`src/rtl/muldiv_sched_pkg.sv`:
```
// Shared encodings and state types for the mul/div scheduler.
package muldiv_sched_pkg;

    localparam int MUL_LAT = 2;

    localparam logic [2:0] MD_MUL   = 3'd0;
    localparam logic [2:0] MD_MULH  = 3'd1;
    localparam logic [2:0] MD_MULHU = 3'd2;
    localparam logic [2:0] MD_DIV   = 3'd3;
    localparam logic [2:0] MD_MOD   = 3'd4;
    localparam logic [2:0] MD_DIVU  = 3'd5;
    localparam logic [2:0] MD_MODU  = 3'd6;

    typedef enum logic [1:0] {P_FREE, P_WAIT, P_HAVE} port_state_t;
    typedef enum logic [1:0] {D_IDLE, D_START, D_BUSY, D_DRAIN} div_state_t;
    typedef enum logic {M_IDLE, M_EXEC} mul_state_t;

    function automatic logic is_mul_op(input logic [2:0] op);
        return op <= MD_MULHU;
    endfunction

    function automatic logic is_div_op(input logic [2:0] op);
        return (op >= MD_DIV) && (op <= MD_MODU);
    endfunction

endpackage

```
`src/rtl/muldiv_sched_rr_arb2.sv`:
```
// Two-requester round-robin arbiter; pointer moves past the winner on advance.
module rr_arb2 (
    input  logic       clk,
    input  logic       rst,
    input  logic [1:0] req,
    input  logic       advance,
    output logic [1:0] grant
);

    logic ptr_reg;

    always_comb begin
        grant = req;
        if (req == 2'b11)
            grant = ptr_reg ? 2'b10 : 2'b01;
    end

    always_ff @(posedge clk or posedge rst) begin
        if (rst)
            ptr_reg <= 1'b0;
        else if (advance)
            ptr_reg <= grant[0];
    end

endmodule

```
`src/rtl/muldiv_sched.sv`:
```
// Arbitrates two issue pipes onto one 2-cycle multiplier and one iterative divider.
module muldiv_sched
    import muldiv_sched_pkg::*;
#(
    parameter int NPORT = 2,
    parameter int OPW   = 3
) (
    input  logic                        clk,
    input  logic                        rst,
    input  logic [NPORT-1:0]            req_valid,
    output logic [NPORT-1:0]            req_ready,
    input  logic [NPORT-1:0][OPW-1:0]   req_op,
    input  logic [NPORT-1:0][31:0]      req_src1,
    input  logic [NPORT-1:0][31:0]      req_src2,
    input  logic [NPORT-1:0]            flush,
    output logic [NPORT-1:0]            resp_valid,
    input  logic [NPORT-1:0]            resp_ready,
    output logic [NPORT-1:0][31:0]      resp_result,
    output logic [31:0]                 mul_op1,
    output logic [31:0]                 mul_op2,
    output logic                        mul_sign,
    input  logic [63:0]                 mul_out,
    output logic                        div_en,
    output logic                        div_sign,
    output logic [31:0]                 div_op1,
    output logic [31:0]                 div_op2,
    input  logic                        div_ready,
    input  logic                        div_complete,
    input  logic [31:0]                 div_rem,
    input  logic [31:0]                 div_quo
);

    port_state_t              pstate_reg [NPORT];
    logic [NPORT-1:0]         zpend_reg;
    logic [NPORT-1:0][31:0]   result_reg;

    mul_state_t  m_state_reg, m_state_next;
    logic [1:0]  m_cnt_reg;
    logic [31:0] m_a_reg, m_b_reg;
    logic [2:0]  m_op_reg;
    logic        m_sign_reg, m_port_reg, m_live_reg;

    div_state_t  d_state_reg, d_state_next;
    logic [31:0] d_a_reg, d_b_reg;
    logic [2:0]  d_op_reg;
    logic        d_sign_reg, d_port_reg;

    logic [NPORT-1:0] mul_req, div_req, mul_grant, div_grant, mul_take, div_take, src_zero;
    logic             mul_avail, div_avail, mul_last, mul_cap, div_cap, mul_sel, div_sel;
    logic [31:0]      mul_res, div_res;

    assign mul_last  = (m_state_reg == M_EXEC) && (m_cnt_reg == 2'(MUL_LAT - 1));
    assign mul_avail = (m_state_reg == M_IDLE) || mul_last;
    assign div_avail = (d_state_reg == D_IDLE) && div_ready;

    genvar gi;
    generate
        for (gi = 0; gi < NPORT; gi++) begin : g_port
            assign mul_req[gi]     = req_valid[gi] && (pstate_reg[gi] == P_FREE) &&
                                     is_mul_op(req_op[gi]) && mul_avail;
            assign div_req[gi]     = req_valid[gi] && (pstate_reg[gi] == P_FREE) &&
                                     is_div_op(req_op[gi]) && div_avail;
            assign src_zero[gi]    = (req_src1[gi] == '0) || (req_src2[gi] == '0);
            assign resp_valid[gi]  = (pstate_reg[gi] == P_HAVE);
            assign resp_result[gi] = result_reg[gi];
        end
    endgenerate

    rr_arb2 u_mul_arb (.clk(clk), .rst(rst), .req(mul_req), .advance(|mul_take), .grant(mul_grant));
    rr_arb2 u_div_arb (.clk(clk), .rst(rst), .req(div_req), .advance(|div_take), .grant(div_grant));

    // A flush in the grant cycle cancels the grant before it reaches the arbiter pointer.
    assign mul_take  = mul_grant & ~flush;
    assign div_take  = div_grant & ~flush;
    assign req_ready = mul_take | div_take;
    assign mul_sel   = mul_take[1];
    assign div_sel   = div_take[1];

    assign mul_op1  = (m_state_reg == M_EXEC) ? m_a_reg : '0;
    assign mul_op2  = (m_state_reg == M_EXEC) ? m_b_reg : '0;
    assign mul_sign = (m_state_reg == M_EXEC) && m_sign_reg;
    assign mul_cap  = mul_last && m_live_reg && !flush[m_port_reg];
    assign mul_res  = (m_op_reg == MD_MUL) ? mul_out[31:0] : mul_out[63:32];

    always_comb begin
        m_state_next = m_state_reg;
        case (m_state_reg)
            M_IDLE:  if (|mul_take) m_state_next = M_EXEC;
            M_EXEC:  if (mul_last && !(|mul_take)) m_state_next = M_IDLE;
            default: m_state_next = M_IDLE;
        endcase
    end

    always_ff @(posedge clk or posedge rst) begin
        if (rst) begin
            m_state_reg <= M_IDLE;
            m_cnt_reg   <= '0;
            m_a_reg     <= '0;
            m_b_reg     <= '0;
            m_op_reg    <= '0;
            m_sign_reg  <= 1'b0;
            m_port_reg  <= 1'b0;
            m_live_reg  <= 1'b0;
        end else begin
            m_state_reg <= m_state_next;
            if (|mul_take) begin
                m_cnt_reg  <= '0;
                m_a_reg    <= req_src1[mul_sel];
                m_b_reg    <= req_src2[mul_sel];
                m_op_reg   <= req_op[mul_sel];
                m_sign_reg <= (req_op[mul_sel] != MD_MULHU);
                m_port_reg <= mul_sel;
                m_live_reg <= 1'b1;
            end else begin
                if (m_state_reg == M_EXEC)
                    m_cnt_reg <= m_cnt_reg + 2'd1;
                if (flush[m_port_reg])
                    m_live_reg <= 1'b0;
            end
        end
    end

    assign div_en   = (d_state_reg == D_START);
    assign div_op1  = d_a_reg;
    assign div_op2  = d_b_reg;
    assign div_sign = d_sign_reg;
    assign div_cap  = (d_state_reg == D_BUSY) && div_complete && !flush[d_port_reg];
    assign div_res  = ((d_op_reg == MD_DIV) || (d_op_reg == MD_DIVU)) ? div_quo : div_rem;

    // A flushed divide still owns the core until it reports completion.
    always_comb begin
        d_state_next = d_state_reg;
        case (d_state_reg)
            D_IDLE:  if ((|div_take) && !src_zero[div_sel]) d_state_next = D_START;
            D_START: d_state_next = flush[d_port_reg] ? D_DRAIN : D_BUSY;
            D_BUSY:  if (div_complete) d_state_next = D_IDLE;
                     else if (flush[d_port_reg]) d_state_next = D_DRAIN;
            D_DRAIN: if (div_complete) d_state_next = D_IDLE;
            default: d_state_next = D_IDLE;
        endcase
    end

    always_ff @(posedge clk or posedge rst) begin
        if (rst) begin
            d_state_reg <= D_IDLE;
            d_a_reg     <= '0;
            d_b_reg     <= '0;
            d_op_reg    <= '0;
            d_sign_reg  <= 1'b0;
            d_port_reg  <= 1'b0;
        end else begin
            d_state_reg <= d_state_next;
            if ((|div_take) && !src_zero[div_sel]) begin
                d_a_reg    <= req_src1[div_sel];
                d_b_reg    <= req_src2[div_sel];
                d_op_reg   <= req_op[div_sel];
                d_sign_reg <= (req_op[div_sel] == MD_DIV) || (req_op[div_sel] == MD_MOD);
                d_port_reg <= div_sel;
            end
        end
    end

    always_ff @(posedge clk or posedge rst) begin
        if (rst) begin
            for (int p = 0; p < NPORT; p++) begin
                pstate_reg[p] <= P_FREE;
                zpend_reg[p]  <= 1'b0;
                result_reg[p] <= '0;
            end
        end else begin
            for (int p = 0; p < NPORT; p++) begin
                zpend_reg[p] <= 1'b0;
                case (pstate_reg[p])
                    P_FREE: if (req_ready[p]) begin
                        pstate_reg[p] <= P_WAIT;
                        zpend_reg[p]  <= div_take[p] && src_zero[p];
                    end
                    P_WAIT: if (flush[p]) begin
                        pstate_reg[p] <= P_FREE;
                    end else if (zpend_reg[p]) begin
                        pstate_reg[p] <= P_HAVE;
                        result_reg[p] <= '0;
                    end else if (mul_cap && (m_port_reg == 1'(p))) begin
                        pstate_reg[p] <= P_HAVE;
                        result_reg[p] <= mul_res;
                    end else if (div_cap && (d_port_reg == 1'(p))) begin
                        pstate_reg[p] <= P_HAVE;
                        result_reg[p] <= div_res;
                    end
                    P_HAVE: if (flush[p] || resp_ready[p]) pstate_reg[p] <= P_FREE;
                    default: pstate_reg[p] <= P_FREE;
                endcase
            end
        end
    end

endmodule

```
`config.mk`:
```
export PLATFORM = sky130hd
export DESIGN_NAME = muldiv_sched
export DESIGN_NICKNAME = d
export VERILOG_FILES = /design/src/rtl/muldiv_sched_pkg.sv /design/src/rtl/muldiv_sched_rr_arb2.sv /design/src/rtl/muldiv_sched.sv
export SDC_FILE = /design/constraint.sdc
export NUM_CORES = 1
export LEC_CHECK = 0
export CORE_MARGIN = 2
export CORE_UTILIZATION = 30
export CTS_CLUSTER_SIZE = 20
export DETAILED_ROUTE_END_ITERATION = 6
export PLACE_DENSITY = 0.66
export SYNTH_ARGS = -nofsm -noshare
export SYNTH_HDL_FRONTEND = slang
export SYNTH_SLANG_ARGS = --single-unit
export TNS_END_PERCENT = 100
```
`constraint.sdc`:
```
create_clock -name clk -period 13.3 [get_ports clk]
set_input_delay 2.66 -clock clk [delete_from_list [all_inputs] [get_ports clk]]
set_output_delay 2.66 -clock clk [all_outputs]
set_load 0.02 [all_outputs]
```
==> impl_metrics.ini <==
[floorplanning]
io_pins = 471
die-area_um2 = 40240
rows = 72
chipWidth_um = 200.6
start_util = 0.3021
die_h_um = 200.6
core_um2 = 38380

[timing]
min_period_over_period = 0.6072
min_period_ns = 8.076
hold_violations = 0
maxSlewHeadroom = 0.2727
fmax_mhz = 123.8
skew_ns = 0.01164
finalMaxSlewViolations = 0
finalSetupTns_ns = 0
tightest_slew_ns = 1.091
setup_viol = 0
rsz0062_at_grt = no

[clock_network]
cts-resized-gates = 0
cts_buffers = 26
cts_tree = yes
cts.sinks = 216
clock_path_buffers = 3
clkTransAtPathRegs_ns = 0.06
htree_levels = 1
cts-root-buf = clkbuf_16
hold_buffers = 0
postCtsSetupBuffers = 0
insertion_delay_ns = 0.54

[yosys]
yosysUniqueCellTypes = 55
ys_seq_elements = 216
yosys_most_used_dff = dfrtp_1
synthCells = 1047
synth.net_count = 1320
yosysWarnings = 0
synth_top_area_share = 0.4662
synthesis.area_um2 = 11590
synth.most_common_cell = dfrtp_1
synth-edff-count = 0
yosysTopAreaCell = dfrtp_1
synthTopCellsByArea = dfrtp_1 (47%), mux2i_1 (14%), mux2_2 (9.9%)
synth_commonest_cells = dfrtp_1 (216), mux2i_1 (161), nand2_1 (144), mux2_2 (102), and2_1 (67)
async_flop_share = 1.000
ys_seq_area_frac = 0.4662
avgSynthCellArea_um2 = 11.07

[final_layout]
drive_gt1_frac = 0.1208
final_area_um2 = 17730
fillers = 3584
nNetsFinal = 1761
largest_register_ffs = 64
area_delta_synth_final_pct = 52.88
n_antenna_cell = 0

[pwr]
ir_drop_v = 0.0001529
p_leak_nw = 7.260
powerDensity_nw_per_um2 = 195.4

[setup_path]
cpPeakStageDelay_ns = 0.77
crit_slowest_cell = or3_2
worstPathCellList = clkdlybuf4s50_1 > nor3b_1 > and3_1 > or3_2 > nand2_1 > clkdlybuf4s50_1
cp.arrival_ns = 5.42
cp-end-kind = primary output
timing.critical_path.buf_inv = 2
start_kind = primary input
crit_type = in2out
critical-path-top-delay-family = simple AND/OR/NAND/NOR gates
worstPathRequired_ns = 10.64
crit_path_max_fanout = 31
cpMostUsedCell = clkdlybuf4s50_1

[routing]
vias_per_cell = 5.014
drtPass1Iterations = 5
drtAntennaViolNets = 0
via_count = 10150
dr_wl_met3_um = 3649
wl_per_cell_um = 20.91
topRoutingLayerUsed = met4
drt_wl_total_um = 42330
drc = 0
wl_met2_um = 20270
wl_met1_um = 17150
dr.first_iter.drc_count = 446

[min_path]
holdCritPathClass = reg2reg

[place]
gp_congestion = 0.8661
dp_hpwl_um = 31230
place_area_um2 = 16800
port_buffers = 470

[global_route]
first_global_vias = 10720
grt_pass1_wl_um = 64660
grt_max_degree = 105
antenna_found_initial = 0
grt_overflow = 0
grtUsageTotal = 0.2052

[job]
maxCapViolCount = 0

[status]
status = finished, final reports clean
power by group:
part,internal (mW),total (mW),switching (mW)
Combinational,0.796,1.59,0.796
Clock,0.469,0.772,0.303
Sequential,0.935,1.10,0.165
cells by family after synthesis:
logic type,share of synthesized area
flip-flops,0.4662
XOR/XNOR,0.002267
adder cells (fa/ha/maj),0.001079
multiplexers,0.2701
AND/OR/NAND/NOR,0.1244
AO/OA/AOI/OAI,0.1032
buffers and inverters,0.03280
area by class of cell:
cell class	instances	area, µm²	area share
flip-flops and latches	216	5406	0.3050
multi-input cells	752	5893	0.3325
clock buffers	32	734.5	0.04143
well taps	518	648.1	0.03656
inverters	6	30.03	0.001694
repair buffers	486	4825	0.2722
clock inverters	15	188.9	0.01066
path summary, 6_finish.rpt:
kind / from / to / slack, ns / cells after the start
max: req_valid[1] / req_ready[0] / 5.22 / 6
min: resp_result[30] / resp_result[30] / 0.49 / 1
max reg2reg: d_state_reg[0] / div_op1[10] / 10.07 / 6
min reg2reg: resp_result[30] / resp_result[30] / 0.49 / 1
max in group asynchronous: rst / div_op1[10] / 8.64 / 4
min in group asynchronous: rst / d_op_reg[0] / 2.61 / 2
per-layer routing:
layer / global-route usage / vias to the layer above
li1: - / 4700
met1: 0.2429 / 4979
met2: 0.3539 / 413
met3: 0.06396 / 61
met4: 0.06693 / 0
met5: 0 / -
worst reg2reg max path: stages (launching register included):
cell	delay, ns
dfrtp_1	0.46
nor3b_4	0.35
o211ai_1	0.22
o2111ai_4	0.53
buf_4	0.74
mux2_2	0.54
mux2_2	0.27
cells in the final DEF (no fill, tap or decap), types with 33 or more instances in the layout:
cell	n
and2_1	67
clkdlybuf4s50_1	470
dfrtp_1	215
mux2_1	33
mux2_2	102
mux2i_1	161
nand2_1	143
nor4_1	33
o21ai_0	66
metrics by stage:
stage                     power [mW]  worst slack (ns)  hold WS, ns  utilization  cells
after floorplan                1.932             4.732       0.4580            -   1047
after global placement         2.686             5.211       0.4738       0.4378   1978
after detailed placement       2.715             5.152       0.4803       0.4378   1978
after CTS                      3.504             5.127       0.4940       0.4619   2025
after global routing           3.649             5.051       0.5045       0.4619   2025
final                          3.464             5.224       0.4873       0.4619   2025
Note: power is estimated with default switching activity, not from simulation.
